==> src/rtl/keypad_pkg.sv <==
// Shared types and constants for the 4x4 hex keypad scanner.
// The key map matches the printed legend on the keypad.
package keypad_pkg;

    localparam int NUM_COLS = 4;
    localparam int NUM_ROWS = 4;

    typedef enum logic [1:0] {
        IDLE,
        DEB_P,
        PRESSED,
        DEB_R
    } state_e;

    typedef enum logic [1:0] {
        CLS_NONE,
        CLS_SINGLE,
        CLS_MULTI
    } frame_cls_e;

    // Entry {row, col} holds the key legend; element 0 is row 0 / column 0.
    localparam logic [15:0][3:0] KEYMAP = {
        4'hD, 4'hE, 4'hF, 4'h0,
        4'hC, 4'h9, 4'h8, 4'h7,
        4'hB, 4'h6, 4'h5, 4'h4,
        4'hA, 4'h3, 4'h2, 4'h1
    };

endpackage

==> src/rtl/keypad_lookup.sv <==
// Combinational translation of a (row, column) position to its hex key code.
module keypad_lookup
    import keypad_pkg::*;
(
    input  logic [1:0] row_idx_i,
    input  logic [1:0] col_idx_i,
    output logic [3:0] code_o
);

    assign code_o = KEYMAP[{row_idx_i, col_idx_i}];

endmodule

==> src/rtl/hex_keypad_scanner.sv <==
// Column-strobing 4x4 keypad scanner with per-frame debounce, one-cycle key
// events and a shift-in hex entry register for the display.
module hex_keypad_scanner
    import keypad_pkg::*;
#(
    parameter int SCAN_DIV       = 65536,
    parameter int DEBOUNCE_SCANS = 4,
    parameter int DATA_W         = 12
) (
    input  logic              clk,
    input  logic              rst_n,
    output logic [3:0]        col,
    input  logic [3:0]        row,
    input  logic              clear,
    output logic [3:0]        key_code,
    output logic              key_valid,
    output logic              key_down,
    output logic [DATA_W-1:0] value
);

    localparam int DIV_W = $clog2(SCAN_DIV);
    localparam int CNT_W = 4;
    localparam logic [CNT_W-1:0] DEB_LIMIT = CNT_W'(DEBOUNCE_SCANS);

    logic [3:0]        row_meta_q, row_sync_q;
    logic [DIV_W-1:0]  div_q;
    logic [1:0]        col_idx_q;
    logic [1:0]        hits_q;
    logic [3:0]        hit_key_q;
    state_e            state_q, state_d;
    logic [CNT_W-1:0]  cnt_q, cnt_d;
    logic [3:0]        cand_q, cand_d;
    logic              key_valid_q;
    logic [3:0]        key_code_q;
    logic [DATA_W-1:0] value_q, value_shift;

    logic              tc, frame_end, accept;
    logic [3:0]        lows;
    logic [2:0]        low_cnt;
    logic [1:0]        row_idx, col_hits;
    logic [2:0]        hits_sum;
    logic [3:0]        pos_code, frame_key;
    logic [CNT_W-1:0]  cnt_inc;
    frame_cls_e        frame_cls;

    assign tc        = (div_q == DIV_W'(SCAN_DIV - 1));
    assign frame_end = tc && (col_idx_q == 2'(NUM_COLS - 1));
    assign lows      = ~row_sync_q;

    always_comb begin
        low_cnt = '0;
        row_idx = '0;
        for (int r = NUM_ROWS - 1; r >= 0; r--) begin
            if (lows[r]) begin
                low_cnt = low_cnt + 3'd1;
                row_idx = 2'(r);
            end
        end
    end

    keypad_lookup u_lookup (
        .row_idx_i (row_idx),
        .col_idx_i (col_idx_q),
        .code_o    (pos_code)
    );

    // Pairs seen so far this frame, saturating at 2 since only 0/1/many matters.
    assign col_hits  = (low_cnt == 3'd0) ? 2'd0 : (low_cnt == 3'd1) ? 2'd1 : 2'd2;
    assign hits_sum  = {1'b0, hits_q} + {1'b0, col_hits};
    assign frame_key = (col_hits == 2'd1) ? pos_code : hit_key_q;
    assign frame_cls = (hits_sum == 3'd0) ? CLS_NONE :
                       (hits_sum == 3'd1) ? CLS_SINGLE : CLS_MULTI;
    assign cnt_inc   = cnt_q + CNT_W'(1);

    always_ff @(posedge clk or negedge rst_n) begin
        if (!rst_n) begin
            row_meta_q <= 4'hF;
            row_sync_q <= 4'hF;
            div_q      <= '0;
            col_idx_q  <= '0;
            hits_q     <= '0;
            hit_key_q  <= '0;
        end else begin
            row_meta_q <= row;
            row_sync_q <= row_meta_q;
            if (tc) begin
                div_q     <= '0;
                col_idx_q <= col_idx_q + 2'd1;
                if (frame_end) begin
                    hits_q    <= '0;
                    hit_key_q <= '0;
                end else begin
                    hits_q <= (hits_sum > 3'd2) ? 2'd2 : hits_sum[1:0];
                    if (col_hits == 2'd1) begin
                        hit_key_q <= pos_code;
                    end
                end
            end else begin
                div_q <= div_q + DIV_W'(1);
            end
        end
    end

    // FSM state register together with the event outputs it launches.
    always_ff @(posedge clk or negedge rst_n) begin
        if (!rst_n) begin
            state_q     <= IDLE;
            cnt_q       <= '0;
            cand_q      <= '0;
            key_valid_q <= 1'b0;
            key_code_q  <= '0;
            value_q     <= '0;
        end else begin
            state_q     <= state_d;
            cnt_q       <= cnt_d;
            cand_q      <= cand_d;
            key_valid_q <= accept;
            if (accept) begin
                key_code_q <= cand_d;
            end
            if (clear) begin
                value_q <= '0;
            end else if (accept) begin
                value_q <= value_shift;
            end
        end
    end

    generate
        if (DATA_W > 4) begin : g_shift
            assign value_shift = {value_q[DATA_W-5:0], cand_d};
        end else begin : g_single
            assign value_shift = cand_d;
        end
    endgenerate

    always_comb begin
        state_d = state_q;
        cnt_d   = cnt_q;
        cand_d  = cand_q;
        accept  = 1'b0;
        if (frame_end) begin
            case (state_q)
                IDLE: begin
                    if (frame_cls == CLS_SINGLE) begin
                        cand_d = frame_key;
                        if (DEBOUNCE_SCANS == 1) begin
                            state_d = PRESSED;
                            cnt_d   = '0;
                            accept  = 1'b1;
                        end else begin
                            state_d = DEB_P;
                            cnt_d   = CNT_W'(1);
                        end
                    end
                end
                DEB_P: begin
                    if (frame_cls == CLS_SINGLE && frame_key == cand_q) begin
                        if (cnt_inc == DEB_LIMIT) begin
                            state_d = PRESSED;
                            cnt_d   = '0;
                            accept  = 1'b1;
                        end else begin
                            cnt_d = cnt_inc;
                        end
                    end else begin
                        state_d = IDLE;
                        cnt_d   = '0;
                    end
                end
                PRESSED: begin
                    if (frame_cls == CLS_NONE) begin
                        if (DEBOUNCE_SCANS == 1) begin
                            state_d = IDLE;
                            cnt_d   = '0;
                        end else begin
                            state_d = DEB_R;
                            cnt_d   = CNT_W'(1);
                        end
                    end
                end
                DEB_R: begin
                    if (frame_cls == CLS_NONE) begin
                        if (cnt_inc == DEB_LIMIT) begin
                            state_d = IDLE;
                            cnt_d   = '0;
                        end else begin
                            cnt_d = cnt_inc;
                        end
                    end else begin
                        state_d = PRESSED;
                        cnt_d   = '0;
                    end
                end
                default: begin
                    state_d = IDLE;
                    cnt_d   = '0;
                end
            endcase
        end
    end

    always_comb begin
        col       = ~(4'b0001 << col_idx_q);
        key_down  = (state_q == PRESSED) || (state_q == DEB_R);
        key_valid = key_valid_q;
        key_code  = key_code_q;
        value     = value_q;
    end

endmodule

==> config.mk <==
export PLATFORM = sky130hd
export DESIGN_NAME = hex_keypad_scanner
export DESIGN_NICKNAME = d
export VERILOG_FILES = /design/src/rtl/keypad_pkg.sv /design/src/rtl/keypad_lookup.sv /design/src/rtl/hex_keypad_scanner.sv
export SDC_FILE = /design/constraint.sdc
export NUM_CORES = 1
export LEC_CHECK = 0
export BUFFER_PORTS_ARGS = -buffer_cell sky130_fd_sc_hd__buf_2
export CORE_AREA = 3 3 90 70
export DETAILED_ROUTE_END_ITERATION = 8
export DIE_AREA = 0 0 93 73
export PLACE_DENSITY = 0.76
export SETUP_SLACK_MARGIN = 0.05
export SYNTH_ARGS = -nofsm -noshare
export SYNTH_HDL_FRONTEND = slang
export SYNTH_HIERARCHICAL = 1
export SYNTH_SLANG_ARGS = --single-unit
export TNS_END_PERCENT = 10
==> constraint.sdc <==
create_clock -name clk -period 6.65 [get_ports clk]
set_clock_uncertainty 0.1 [all_clocks]
set_input_delay 0.3325 -clock clk [delete_from_list [all_inputs] [get_ports clk]]
set_output_delay 0.3325 -clock clk [all_outputs]
set_load 0.02 [all_outputs]
Word-level counts from Yosys, hierarchy flattened

Memory sizes are Yosys's and may differ from the RTL's.
Index checks and enable logic that the tools add are counted.

Register bits after elaboration: 59
Memory bits (read-only): 64
Bits of input ports: 7
Output and inout bits: 22
Word-level logic and storage cells: 90
Memories kept: 1

Add/sub/neg operators: 7
Magnitude comparators: 2
Equal/unequal tests: 15
Shift-type cells: 1
Mux-type cells: 40
Bitwise gates (word level): 2
Reductions and logical operators: 10

Memories:

| name            | words | width | rd ports | clocked after Yosys merged registers in | write ports | line                | source |
|---|---|---|---|---|---|---|---|
| (no name shown) | 16    | 4     | 1        | 0                                       | 0           | keypad_lookup.sv:10 | `assign code_o = KEYMAP[{row_idx_i, col_idx_i}];` |

Operator list:

| kind                                                                          | number |
|---|---|
| 4-bit two-way mux                                                             | 11 |
| 2-bit two-way mux                                                             | 16 |
| 12-bit two-way mux                                                            | 2 |
| 16-bit by 1-bit adder with 16-bit output (second input constant)              | 1 |
| 16-bit == test (second input constant)                                        | 1 |
| 16-bit two-way mux                                                            | 1 |
| 4-bit one-hot mux with 4 select lines                                         | 1 |
| 3-bit by 1-bit adder with 3-bit output (second input constant)                | 3 |
| 3-bit two-way mux                                                             | 3 |
| 4-bit NOT                                                                     | 2 |
| 2-bit one-hot mux with 4 select lines                                         | 1 |
| 2-bit by 1-bit == test with 1-bit output (second input constant)              | 3 |
| 2-bit == test (second input constant)                                         | 3 |
| 3-bit by 1-bit == test with 1-bit output (second input constant)              | 2 |
| 3-bit zero test                                                               | 2 |
| 3-bit inequality test (second input constant)                                 | 2 |
| 4-bit by 5-bit less-than comparator with 1-bit output (second input constant) | 1 |
| 1-bit two-way mux                                                             | 5 |
| 5-bit AND reduction                                                           | 1 |
| 4-bit by 1-bit adder with 4-bit output (second input constant)                | 1 |
| 4-bit by 3-bit == test with 1-bit output (second input constant)              | 1 |
| 4-bit == test                                                                 | 1 |
| 2-bit zero test                                                               | 2 |
| 2-bit inequality test (second input constant)                                 | 2 |
| other kinds (8)                                                               | 9 |

Depth between registers and ports, before layout

Gate-level depths: netlist of the first run.

Depth in word-level cells: 22
Depth in mapped cells: 18
Mapped depth without buffers: 16

By module

The synthesis of the first run kept the hierarchy.

Modules (own cells, without submodules):

| module             | instances | cells each | area an instance (um2) |
|---|---|---|---|
| hex_keypad_scanner | 1         | 292        | 3,153.0 |
| keypad_lookup      | 1         | 13         | 112.6 |

Worst setup path after synthesis of the first run

OpenSTA, ideal clock, no wires.

Path type: register to register
From: register row_sync_q[2]
To: register value_q[3], in the netlist value[3]
Setup time: 0.075 ns
Data arrival time: 4.007 ns
Data required time: 6.475 ns
Slack: 2.468 ns
Stages on the path, launching flop included: 19
Clock period less this slack: 4.182 ns
Cells stage by stage: dfstp_2 > inv_1 > ha_1 > buf_4 > xnor2_1 > ha_1 > and4bb_2 > a221oi_2 > a21boi_2 > buf_6 > ha_1 > inv_1 > fa_1 > nand3_1 > nor3b_1 > nand4b_4 > buf_8 > nand2b_4 > a21oi_2

Cells in the longest elaborated chain, start to end: 19
Elaborated cells on any way between the ends: 34
Those cells by class: 3 x add/sub; 5 x eq/ne; 20 x mux; 1 x bitwise; 4 x reduce/logical; 1 x memory

Ends and longest elaborated chain:

| element                                                  | line                                                 | source |
|---|---|---|
| from (decl)                                              | hex_keypad_scanner.sv:25                             | `logic [3:0] row_meta_q, row_sync_q;` |
| from (signal assigned)                                   | hex_keypad_scanner.sv:85                             | `row_sync_q <= row_meta_q;` |
| 4-bit NOT *                                              | hex_keypad_scanner.sv:48                             | `assign lows = ~row_sync_q;` |
| 3-bit two-way mux                                        | hex_keypad_scanner.sv:54                             | `if (lows[r]) begin` |
| 3-bit by 1-bit adder with 3-bit output                   | hex_keypad_scanner.sv:55                             | `low_cnt = low_cnt + 3'd1;` |
| 3-bit two-way mux                                        | hex_keypad_scanner.sv:54                             |  |
| 3-bit by 1-bit adder with 3-bit output                   | hex_keypad_scanner.sv:55                             |  |
| 3-bit two-way mux                                        | hex_keypad_scanner.sv:54                             |  |
| 3-bit by 1-bit == test with 1-bit output                 | hex_keypad_scanner.sv:68                             | `assign col_hits = (low_cnt == 3'd0) ? 2'd0 : (low_cnt == 3'd1) ? 2'd1 : 2'd2;` |
| 2-bit two-way mux (2 in series)                          | hex_keypad_scanner.sv:68                             |  |
| [2 not listed]                                           | --                                                   |  |
| 2-bit two-way mux                                        | hex_keypad_scanner.sv:72                             | `(hits_sum == 3'd1) ? CLS_SINGLE : CLS_MULTI;` |
| 2-bit two-way mux                                        | hex_keypad_scanner.sv:71                             | `assign frame_cls = (hits_sum == 3'd0) ? CLS_NONE :` |
| 2-bit by 1-bit == test with 1-bit output                 | hex_keypad_scanner.sv:145, hex_keypad_scanner.sv:158 |  |
| 4-bit two-way mux or 1-bit logical AND (tied branches)   | hex_keypad_scanner.sv:145, hex_keypad_scanner.sv:158 |  |
| 4-bit two-way mux or 1-bit two-way mux (tied branches)   | hex_keypad_scanner.sv:143, hex_keypad_scanner.sv:158 |  |
| 4-bit two-way mux or 1-bit two-way mux (tied branches)   | hex_keypad_scanner.sv:142, hex_keypad_scanner.sv:143 |  |
| 12-bit two-way mux or 1-bit two-way mux (tied branches)  | hex_keypad_scanner.sv:123, hex_keypad_scanner.sv:142 |  |
| 12-bit two-way mux or 2-bit nonzero test (tied branches) | --                                                   |  |
| to (signal assigned)                                     | hex_keypad_scanner.sv:124                            | `value_q <= value_shift;` |
| to (decl)                                                | hex_keypad_scanner.sv:35                             | `logic [DATA_W-1:0] value_q, value_shift;` |

Mark *: on every way between the ends. The rest lies on a longest branch, timed or not. The select of a mux whose other input is x is not followed.
A chain may end at the register's enable or synchronous reset.

Worst setup path after layout of the first run

From: register row_sync_q[3]
To: register value_q[1], in the netlist value[1]

Cells in the longest elaborated chain, start to end: 21
Elaborated cells on any way between the ends: 37
Those cells by class: 4 x add/sub; 5 x eq/ne; 22 x mux; 1 x bitwise; 4 x reduce/logical; 1 x memory

Ends and longest elaborated chain:

| element                                                  | line |
|---|---|
| 4-bit NOT *                                              | hex_keypad_scanner.sv:48 |
| 1-bit two-way mux                                        | hex_keypad_scanner.sv:54 |
| 3-bit by 1-bit adder with 3-bit output                   | hex_keypad_scanner.sv:55 |
| 3-bit two-way mux                                        | hex_keypad_scanner.sv:54 |
| 3-bit by 1-bit adder with 3-bit output                   | hex_keypad_scanner.sv:55 |
| 3-bit two-way mux                                        | hex_keypad_scanner.sv:54 |
| 3-bit by 1-bit adder with 3-bit output                   | hex_keypad_scanner.sv:55 |
| 3-bit two-way mux                                        | hex_keypad_scanner.sv:54 |
| [5 not listed]                                           | -- |
| 2-bit two-way mux                                        | hex_keypad_scanner.sv:72 |
| 2-bit two-way mux                                        | hex_keypad_scanner.sv:71 |
| 2-bit by 1-bit == test with 1-bit output                 | hex_keypad_scanner.sv:145, hex_keypad_scanner.sv:158 |
| 4-bit two-way mux or 1-bit logical AND (tied branches)   | hex_keypad_scanner.sv:145, hex_keypad_scanner.sv:158 |
| 4-bit two-way mux or 1-bit two-way mux (tied branches)   | hex_keypad_scanner.sv:143, hex_keypad_scanner.sv:158 |
| 4-bit two-way mux or 1-bit two-way mux (tied branches)   | hex_keypad_scanner.sv:142, hex_keypad_scanner.sv:143 |
| 12-bit two-way mux or 1-bit two-way mux (tied branches)  | hex_keypad_scanner.sv:123, hex_keypad_scanner.sv:142 |
| 12-bit two-way mux or 2-bit nonzero test (tied branches) | -- |

Marks and branches as above.

==> results, run 1 <==
- Of the synthesized area, sequential elements account for 0.455.
- The die covers 6790 um^2.
- The flip-flop cell with the highest count after synthesis is dfrtp_1.
- In this run the count of I/O pins placed on the die edge is 29.
- The clock transition time at the flip-flop clock pins of the worst setup and hold paths is ~0.07 ns.
- For the final routed database, the setup TNS stands at 0 ns.
- The run finished with clean final reports.
- IR analysis of the VDD net gives a maximum drop of 168 uV.
- The buffer type at the clock tree root is clkbuf_8.
- The initial antenna violation count is 0.
- Timing would allow up to between 0.15 and 0.2 GHz.
- The average instance area after synthesis is about 11 um^2.
- The count of fill cells added during filler insertion is 423.
- The buffering stage count on the worst path with inverters included is 2.
- Counting stages on the worst path, the most repeated cell is ha_1.
- The critical path is of the reg2reg type.
- TritonCTS created 9 clock buffers.
- The path class of the tightest hold or removal check is in2async.
- Buffers inserted to repair hold after CTS numbered 4.
- The violation count after the first detailed-routing iteration is 154.
- The floorplan step set the die height to 73 um.
- The transition time at the pin with the least slew margin is 0.736 ns.
- The number of rows created at floorplan is 23.
- The yosys synthesis warning count is 6.
- Setup repair after global routing left no endpoint under its margin.
- The cell area after technology mapping is 3270 um^2.
- In this run the tightest slew margin relative to its limit is 0.510.
- After detailed routing, the number of remaining DRC violations is 0.
- The first global-routing pass estimated 10300 um of wire.
- In this run the remaining antenna-violating nets after routing total 0.
- Routability-driven placement finished with a final weighted congestion of 0.852.
- The family with the most delay on the worst path is simple AND/OR/NAND/NOR gates.
- Entering global routing, the biggest net connects 60 pins.
- During placement, the flow inserted port buffers numbering 28.
- The top cell types in the final layout, fill and taps aside, are 51 x dfrtp_1, 32 x nand2_1, 28 x buf_2.
- The CTS tree is yes.
- For this design, the sink count on the clock tree is 59.
- On the critical path, the stage with the largest delay is an instance of a21boi_2.
- The smallest clock period supported by the final layout is computed as approximately 5 ns.
- The count of final hold-check violations came to 0.
- The pre-antenna-repair detailed-routing pass consisted of 4 iterations.
- The relative area change from synthesis to final layout is 14.3%.
- In the synthesized netlist the async set-or-reset flop fraction comes to 1.00.
- In the post-synthesis netlist, the biggest area contributors are dfrtp_1 39%, dfstp_2 6.4%, ha_1 6.1%, mux2i_1 4.3%, xnor2_1 3.8%.
- The leakage power total is 1.82 nW.
- The largest driver fanout on the critical path is 20.
- The number of buffers on the longest clock path is 2.
- The data arrival time at the worst-slack endpoint is 5.18 ns.
- The starting density of the core is 0.604.
- The floorplan step set the die width to about 93 um.
- The smallest hold slack is ~0.05 ns.
- After synthesis the netlist holds a flip-flop and latch count of roughly 60.
- STA classifies the critical path startpoint as a register.
- The share of Yosys cell area claimed by the top area cell type is 0.391.
- The reported max-cap violation count is 0.
- The estimated wirelength of the detail-placed design is 4070 um.
- STA puts the critical path data required time at 6.80 ns.
- Detailed routing inserted a total of approximately 2200 vias.
- The most frequent standard cell in the layout excluding fill and tap cells is dfrtp_1.
- In the final design database the tool counted 361 nets.
- 0 antenna diodes ended up in the layout.
- The final count of negative-setup-slack endpoints is 0.
- On the worst path, the slowest cell contributes a delay of 0.59 ns.
- Post-CTS timing repair inserted 0 buffers for setup.
- The total wire length is 5910 um.
- The number of distinct standard cells referenced by the synthesized netlist is 57.
- The worst-skew pair later-pin latency is 0.33 ns.
- The signal on the critical path passes through inv_1, ha_1, xnor2_1, ha_1, and4bb_2, a221oi_2, a21boi_2, ha_1, inv_1, fa_1, nand3_1, nor3b_1, nand4b_4, nand2b_4, a21oi_1.
- The finished layout holds around 420 standard cells, fillers aside.
- The total power per unit cell area is ~230 nW/um^2.
- Of the cells placed in the final design, the portion with a size suffix greater than 1 is 0.234.
- The cell count after synthesis is between 300 and 400.
- The worst setup path is captured at a register.
- Once placement completed, the tool counted placed cells totaling 397.
- In this run, post-CTS repair resized a total of 0 instances.
- The count of pins over their slew limit was 0.
- The synthesized net count is 329.
- The routed via count divided by cell count is 5.39.
- The share of the cycle needed by the critical path after routing is 0.756.
- The level count of the clock H-tree is 3.
- The global-route total usage across every layer is 0.196.
- In this run the standard cell core region covers 5410 um^2.
- The number of global-route vias before repair is between 2000 and 2500.
- The routed wire length per instance is 14.2 um.
- The number of flops mapped to enable cells by yosys is 0.
- After global routing the overflow that remains totals 0.
- Summed over all instances, the cell type with the most area after synthesis is dfrtp_1.
[final cells by class]
| cell class | instances | area [um^2] | area share |
|---|---|---|---|
| Sequential cell | 59 | 1490 | 0.398 |
| Inverter | 19 | 71.3 | 0.0191 |
| Clock buffer | 12 | 155 | 0.0416 |
| Tap cell | 75 | 93.8 | 0.0252 |
| Multi-Input combinational cell | 215 | 1620 | 0.433 |
| Clock inverter | 4 | 120 | 0.0322 |
| Timing Repair Buffer | 33 | 188 | 0.0503 |
[power breakdown]
part / internal (mW) / total (mW) / switching, mW
Clock: 0.308 / 0.443 / 0.135
Combinational: 0.0201 / 0.0502 / 0.0301
Sequential: 0.364 / 0.366 / 0.00263
Total: 0.691 / 0.859 / 0.168
[registers in the layout (all words and copies together), names as in the netlist]
register and flops:
div_q 16, key_valid 1, state_q 2, col_idx_q 2, hit_key_q 4, cand_q 4
key_code 4, value 12, row_sync_q 4, row_meta_q 4, hits_q 2, cnt_q 4
[cells in the mapped netlist (2+ instances only)]
cell / instances
nor2b_1: 7
mux2i_1: 14
a22o_1: 2
o21ai_1: 2
a21oi_1: 13
ha_1: 16
and3_1: 2
o21ai_0: 12
a21boi_0: 2
a21oi_2: 2
and4_1: 3
o211ai_1: 2
nand2_1: 32
clkbuf_1: 4
inv_1: 19
nand2b_4: 4
and2_1: 4
nor2_1: 22
buf_4: 3
nor3b_1: 3
dfstp_2: 8
xor2_1: 9
mux2_2: 6
o21a_1: 2
nand3_1: 10
nand4_1: 5
dfrtp_1: 51
xnor2_1: 14
and3b_1: 2
buf_6: 3
[cell families (layout without fill, tap and decap cells)]
logic type	after synthesis	after routing	synth area share
DFF	59	59	0.455
AOI/OAI and AO/OA	50	50	0.107
adders and majority gates	17	17	0.0674
muxes	21	21	0.0705
buffers and inverters	31	68	0.0498
and+or+nand+nor	104	104	0.189
xor gates and xnor gates	23	23	0.0617
[final timing paths]
path | startpoint | end | slack (ns) | cells past startpoint
setup / recovery | row_sync_q[3] | value[1] | 1.62 | 15
hold / removal | rst_n | hit_key_q[2] | 0.05 | 2
setup reg to reg | row_sync_q[3] | value[1] | 1.62 | 15
hold reg to reg | row_meta_q[3] | row_sync_q[3] | 0.25 | 0
max in group asynchronous | rst_n | cnt_q[1] | 5.91 | 2
min in group clk | clear | value[3] | 0.20 | 2
[through the flow]
step / util / area (um^2) / total power, mW / setup slack [ns]
2_1_floorplan: - / 3270 / 0.407 / 2.47
3_3_place_gp: 0.631 / 3420 / 0.418 / 1.92
3_5_place_dp: 0.631 / 3420 / 0.420 / 1.62
4_1_cts: 0.690 / 3730 / 0.870 / 1.61
5_1_grt: 0.690 / 3730 / 0.895 / 1.33
6_report: 0.690 / 3730 / 0.859 / 1.62
[metal layers]
metal / track usage / vias to the layer above / share of wire
met1: 0.250 / 1079 / 0.47
li1: - / 1118 / -
met4: 0.0878 / 0 / 0.018
met2: 0.318 / 39 / 0.48
met3: 0.0515 / 12 / 0.036
met5: 0 / - / 0
Power figures use the tool's default switching activity.
==> run 2: changes to the inputs <==
Settings changed: CORE_AREA 3 3 90 70 to 3 3 90 71, DIE_AREA 0 0 93 73 to 0 0 93 74, PLACE_DENSITY 0.76 to 0.75.
Clock period 6.65 ns to 4.8 ns, I/O delays scaled along.
==> run 2 against run 1 <==
Compared with the run above: first-iteration DRC count fell by 25%; combinational power rose by 40%; highest routed layer unchanged; via count fell by 0.71%.
==> results, run 2 (synthesized netlist as in run 1, its figures left out) <==
- The flow ran to the end, and the final reports show no timing, DRC or antenna violations.
- The share of the cycle needed by the critical path after routing is 0.888 (+0.132).
- The register ranked first by flip-flop count is div_q.
- Setup repair after global routing left no endpoint under its margin.
- The worst setup path is captured at a register.
- The transition time at the pin with the least slew margin is 0.748 ns (+0.0125 ns).
- The tree is rooted in a clkbuf_8.
- The largest net degree at the start of global routing is 60 (unchanged).
- The starting density of the core is 0.578 (-0.0252).
- The number of rows created at floorplan is 24 (+4.3%).
- The final count of negative-setup-slack endpoints is 0 (unchanged).
- The number of global-route vias before repair came to 2201 (+1.5%).
- The total number of vias is 2232 (-0.71%).
- The global-route total usage across every layer is 0.194 (-0.00212).
- The smallest hold slack is 0.131 ns (+0.0809 ns).
- The reported max-cap violation count is 0 (unchanged).
- The total wire length came to 5800 um (-1.8%).
- The count of final hold-check violations is 0 (unchanged).
- TritonCTS built the clock tree.
- The first-pass iteration count of the detailed router was 5 (+1).
- STA classifies the critical path startpoint as a register.
- The count of buffers inserted at the top-level ports came to 28 (unchanged).
- The violation count after the first detailed-routing iteration is 115 (-25%).
- The routed wire length per instance is 13.8 um (-2.7%).
- The count of fill cells added during filler insertion is 464 (+9.7%).
- The flip-flop count of the largest register after layout was 16 (unchanged).
- The number of buffers on the longest clock path is 2 (unchanged).
- The core box area is 5650 um^2 (+4.3%).
- The fraction of final layout cells with drive strength greater than 1 is 0.239 (+0.00515).
- The min-delay analysis places its worst path in the category in2reg.
- The worst slew slack as a fraction of its limit is 0.501 (-0.00836).
- The number of routed nets with antenna violations is 0 (unchanged).
- The number of buffers created by CTS came to 9 (unchanged).
- The cell count after placement is 401 (+1.0%).
- The top-level I/O count is 29 (unchanged).
- The total global routing overflow came to 0 (unchanged).
- The estimated wirelength of the detail-placed design is 4060 um (-0.28%).
- In the layout the commonest cells are 51 x dfrtp_1, 32 x nand2_1, 28 x buf_2.
- The initial antenna violation count is 0 (unchanged).
- The die area is 6880 um^2 (+1.4%).
- The number of buffers inserted by post-CTS setup repair is 0 (unchanged).
- The count of pins over their slew limit is 0 (unchanged).
- The total power per unit cell area came to 264 nW/um^2 (+15%).
- The minimum period implied by the final worst setup slack was 4.26 ns (-0.766 ns).
- The number of nets in the layout is 363 (+0.55%).
- The die extent in x came to 93 um (unchanged).
- The die span in y is 74 um (+1.4%).
- The leakage power total is 1.77 nW (-2.4%).
- The number of standard cells in the final layout excluding fillers is 421 (+0.96%).
- The data arrival time at the worst-slack endpoint is 4.42 ns (-0.76 ns).
- The routed via count divided by cell count is 5.30 (-1.7%).
- The placer's final routability congestion estimate came to 0.901 (+5.8%).
- The critical path required time came to 4.96 ns (-1.84 ns).
- The maximum resistive drop on vdd is 193 uV (+15%).
- The level count of the clock H-tree is 3 (unchanged).
- Leaving out fill and tap cells, the most frequent cell in the layout is dfrtp_1.
- The count of unresolved DRC violations after routing is 0 (unchanged).
- The final total power was 0.965 mW (+12%).
- The largest driver fanout on the critical path is 20 (unchanged).
- The number of sinks handled by clock tree synthesis is 59 (unchanged).
- The startpoint-to-endpoint class of the critical path is reg2reg.
- The sum of negative setup slack is 0 ns (unchanged).
- The area growth from synthesis to layout is 11.8%.
- The antenna diode instance count is 0 (unchanged).
- The wire length of the first global-routing pass came to 10400 um (+1.2%).
- The worst-skew pair later-pin latency is 0.33 ns (about the same).
- The clock transition time at the flip-flop clock pins of the worst setup and hold paths came to 0.07 ns (about the same).
- The maximum frequency from static timing analysis is 0.235 GHz (+18%).
## run 2: cell count changes in the layout (fill, tap and decap cells not counted), sizes merged
| cell | delta |
|---|---|
| clkinv | +3 |
| buf | +1 |
| clkbuf | -2 |
| bufinv | -4 |
| clkinvlp | +2 |
| dlygate4sd3 | +1 |
## run 2: routing by layer
layer  wire (um)  up-vias  GRT usage
li1            -     1115          -
met4          53        0     0.0520
met3         215        5     0.0698
met5           0        -          0
met2        2760       35      0.306
met1        2780     1077      0.258
## run 2: path summary, 6_finish.rpt
kind | from | depth (start not counted) | slack, ns | end
max | row_sync_q[2] | 15 | 0.54 | value[0]
min | clear | 2 | 0.13 | value[3]
max reg2reg | row_sync_q[2] | 15 | 0.54 | value[0]
min reg2reg | row_meta_q[1] | 0 | 0.26 | row_sync_q[1]
max in group asynchronous | rst_n | 3 | 3.60 | hit_key_q[3]
min in group asynchronous | rst_n | 3 | 0.48 | cnt_q[2]
## run 2: worst max-delay path, cell delays in order, from the launching register on
cell      delay [ns]
dfstp_2         0.56
inv_1           0.05
ha_1            0.39
xnor2_1         0.18
ha_1            0.22
and4bb_2        0.26
a221oi_2        0.19
a21boi_2        0.22
ha_1            0.17
inv_1           0.05
fa_1            0.54
nand3_1         0.18
nor3b_2         0.35
nand4b_4        0.35
nand2b_4        0.27
a21oi_1         0.12
## run 2: where the power goes
group / switching (mW) / internal (mW)
combinational: 0.0405 / 0.0296
clock: 0.193 / 0.195
sequential: 0.00347 / 0.504
## run 2: per-stage QoR
step | setup slack, ns | instance area (um^2) | utilization
2_1_floorplan | 0.618 | 3270 | -
3_3_place_gp | 0.536 | 3430 | 0.607
3_5_place_dp | 0.342 | 3430 | 0.607
4_1_cts | 0.370 | 3640 | 0.646
5_1_grt | 0.152 | 3650 | 0.646
6_report | 0.540 | 3650 | 0.646
## run 2: area by class of cell
| cell class | instances | area, um^2 | share of cell area |
|---|---|---|---|
| Tap cell | 78 | 97.6 | 0.0267 |
| Sequential cell | 59 | 1490 | 0.407 |
| Clock inverter | 5 | 30.0 | 0.00823 |
| Timing Repair Buffer | 35 | 205 | 0.0562 |
| Clock buffer | 10 | 138 | 0.0377 |
| Inverter | 19 | 71.3 | 0.0195 |
| Multi-Input combinational cell | 215 | 1620 | 0.444 |
## run 2: repair_timing
item                                    CTS  global route
hold endpoints to repair                 55             0
resized for setup                         0             1
hold buffers                              5             0
endpoints found under the setup margin    0            13
==> run 3: changes to the inputs <==
Settings changed: RECOVER_POWER from default to 100, REMOVE_ABC_BUFFERS from default to 1.
==> run 3 against run 2 <==
Compared with the run above: the run now ends with max-capacitance violations, max-slew violations left; power is 13% higher; count of clock-buffer cells in the layout increased by 1; fmax shrank 1.7%; via count up 1.3%; hold slack got worse by 0.016 ns; sequential cell count unchanged; highest routed layer unchanged.
==> results, run 3 (synthesized netlist as in run 1, its figures left out) <==
- The run finished, with violations left.
- The checks that failed: max-capacitance violations, max-slew violations.
- The antenna diode instance count is 0 (unchanged).
- The count of fill cells added during filler insertion came to 483 (+4.1%).
- The die extent in x is 93 um (unchanged).
- The peak per-stage delay on the critical path is 0.58 ns (+0.02 ns).
- The clock transition time at the flip-flop clock pins of the worst setup and hold paths came to 0.07 ns (about the same).
- The maximum resistive drop on vdd came to 187 uV (-3.3%).
- The post-place setup slack is 0.332 ns (-0.0107 ns).
- The CTS tree is yes.
- The cell area after placement was 3430 um^2 (unchanged).
- The flip-flop count of the largest register after layout was 16 (unchanged).
- The number of buffers inserted by post-CTS setup repair is 0 (unchanged).
- On the critical path, the stage with the largest delay is an instance of dfstp_1.
- The critical path required time is 4.92 ns (-0.04 ns).
- The buffering stage count on the worst path with inverters included is 2 (unchanged).
- STA classifies the critical path endpoint as a register.
- The detailed route wirelength on metal2 is 2810 um (+1.7%).
- The sequential power share is 0.465 (-0.060).
- The total global routing overflow is 0 (unchanged).
- The routed via count divided by cell count was 5.36 (+1.0%).
- The leakage power total is 1.69 nW (-5.0%).
- The switching power of the nets is 0.241 mW (+2.0%).
- Relative to the synthesized area, the layout overhead comes to 11.3%.
- The total power per unit cell area is 300 nW/um^2 (+13%).
- The estimated wirelength of the detail-placed design came to 4040 um (-0.48%).
- The smallest hold slack came to 0.115 ns (-0.0157 ns).
- The share of the cycle needed by the critical path after routing came to 0.903 (+0.0151).
- The global-route total usage across every layer is 0.189 (-0.00522).
- The die span in y is 74 um (unchanged).
- The switching part of the total is 0.221 (-0.0239).
- The number of buffers on the longest clock path was 2 (unchanged).
- The data arrival time at the worst-slack endpoint is 4.45 ns (+0.03 ns).
- The number of sinks handled by clock tree synthesis is 59 (unchanged).
- The number of buffers created by CTS is 9 (unchanged).
- The startpoint-to-endpoint class of the critical path is reg2reg.
- The footprint of the multi-input gates came to 1580 um^2 (-2.3%).
- The most frequent standard cell in the layout excluding fill and tap cells is dfrtp_1.
- The core box area was 5650 um^2 (unchanged).
- The tree is rooted in a clkbuf_8.
- The maximum frequency from static timing analysis is 0.231 GHz (-1.7%).
- The worst-skew pair later-pin latency came to 0.34 ns (about the same).
- The area taken by flip-flops and latches is 1490 um^2 (unchanged).
- Among the stages of the critical path, the cell type that occurs most often is ha_1.
- The worst setup path is launched from a register.
- The detailed-routed wire length on met3 is 217 um (+0.93%).
- The number of global-route vias before repair is 2175 (-1.2%).
- div_q holds more flip-flops than any other register.
- The placer's final routability congestion estimate is 0.798 (-11%).
- The count of pins over their slew limit is 60 (+60).
- The post-layout instance area was 3640 um^2 (-0.38%).
- The post-layout worst setup margin is 0.467 ns (-0.0724 ns).
- Grouping stages by cell kind, the critical path spends the most delay in adder cells.
- Routed signal wires occupy layers up through met4.
- The cell internal power dissipation is 0.849 mW (+17%).
- The violation count after the first detailed-routing iteration came to 124 (+7.8%).
- The number of routed nets with antenna violations is 0 (unchanged).
- The minimum period implied by the final worst setup slack is 4.33 ns (+0.0724 ns).
- The core occupancy in the finished layout is 0.644 (-0.00244).
- The die area was 6880 um^2 (unchanged).
- The starting density of the core is 0.578 (unchanged).
- The cell count after placement is 401 (unchanged).
- The total number of vias is 2260 (+1.3%).
- The fraction of final layout cells with drive strength greater than 1 is 0.148 (-0.0908).
- The sum of negative setup slack was 0 ns (unchanged).
- The largest driver fanout on the critical path is 8 (-60%).
- The level count of the clock H-tree is 3 (unchanged).
- The count of unresolved DRC violations after routing is 0 (unchanged).
- The transition time at the pin with the least slew margin is 3.06 ns (+2.31 ns).
- The top-level I/O count is 29 (unchanged).
- The relative contribution of combinational cells to total power is 0.062 (-0.011).
- The routed wire length per instance is 14.0 um (+1.7%).
- The number of nets in the layout came to 363 (unchanged).
- The worst slew slack as a fraction of its limit was -1.04 (-1.54).
- The path class of the tightest hold or removal check is in2reg.
- The number of rows created at floorplan was 24 (unchanged).
- The routed metal-1 wire length is 2780 um (about the same).
- Walking the worst path, the cells encountered are inv_1, ha_1, xnor2_1, ha_1, and4bb_2, a221oi_2, a21boi_2, ha_1, inv_1, fa_1, nand3_1, nor4_2, mux2_1, nand2b_2, a21oi_1.
- The library cells used most frequently in the layout, excluding fill and tap cells, are 51 x dfrtp_1, 32 x nand2_1, 24 x clkbuf_1.
- The count of buffers inserted at the top-level ports is 28 (unchanged).
- The final count of negative-setup-slack endpoints is 0 (unchanged).
- Setup repair after global routing left no endpoint under its margin.
- The total wire length is 5910 um (+1.9%).
- The initial antenna violation count is 0 (unchanged).
- The reported max-cap violation count was 1 (+1).
- The final total power came to 1.09 mW (+13%).
- The number of standard cells in the final layout excluding fillers is 422 (+0.24%).
- The largest net degree at the start of global routing is 60 (unchanged).
- The wire length of the first global-routing pass was 10100 um (-3.1%).
- The clock network power share came to 0.473 (+0.071).
- The first-pass iteration count of the detailed router was 4 (-1).
- The count of final hold-check violations was 0 (unchanged).
-- run 3: path summary, 6_finish.rpt --
kind | start | endpoint | slack [ns] | depth (start not counted)
min reg2reg | row_meta_q[1] | row_sync_q[1] | 0.26 | 0
max | row_sync_q[2] | value[0] | 0.47 | 15
min | clear | value[2] | 0.12 | 2
max reg2reg | row_sync_q[2] | value[0] | 0.47 | 15
min in group asynchronous | rst_n | state_q[1] | 1.45 | 3
max in group asynchronous | rst_n | hit_key_q[3] | 1.44 | 3
-- run 3: timing repair --
item | in CTS | in global routing
gates resized for setup | 0 | 1
hold buffers | 5 | 0
setup endpoints to repair | 0 | 6
hold endpoints to repair | 55 | 0
-- run 3: cell type report --
type,instances,area share
Clock inverter,5,0.0206
Sequential cell,59,0.409
Tap cell,78,0.0268
Timing Repair Buffer,35,0.0468
Clock buffer,11,0.0416
Inverter,19,0.0196
Multi-Input combinational cell,215,0.436
-- run 3: worst reg2reg max path, delay by kind of cell (launching register included) --
kind                       cells  cell delay (ns)
buffers and inverters          2             0.11
xor gates and xnor gates       1             0.19
adders and majority gates      4             1.33
DFF                            1             0.58
and+or+nand+nor                4             1.01
muxes                          1             0.43
AOI/OAI and AO/OA              3             0.47
-- run 3: metal layers --
layer,GRT usage,vias up
met5,0,-
met4,0.0911,0
met3,0.0526,12
met2,0.291,45
li1,-,1117
met1,0.251,1086
-- run 3: power groups by stage --
stage	clock network, mW	logic (mW)	registers [mW]
6_report	0.516	0.0680	0.507
5_1_grt	0.543	0.0762	0.507
4_1_cts	0.526	0.0704	0.507
3_5_place_dp	0	0.0667	0.516
3_3_place_gp	0	0.0650	0.516
2_1_floorplan	0	0.0428	0.515
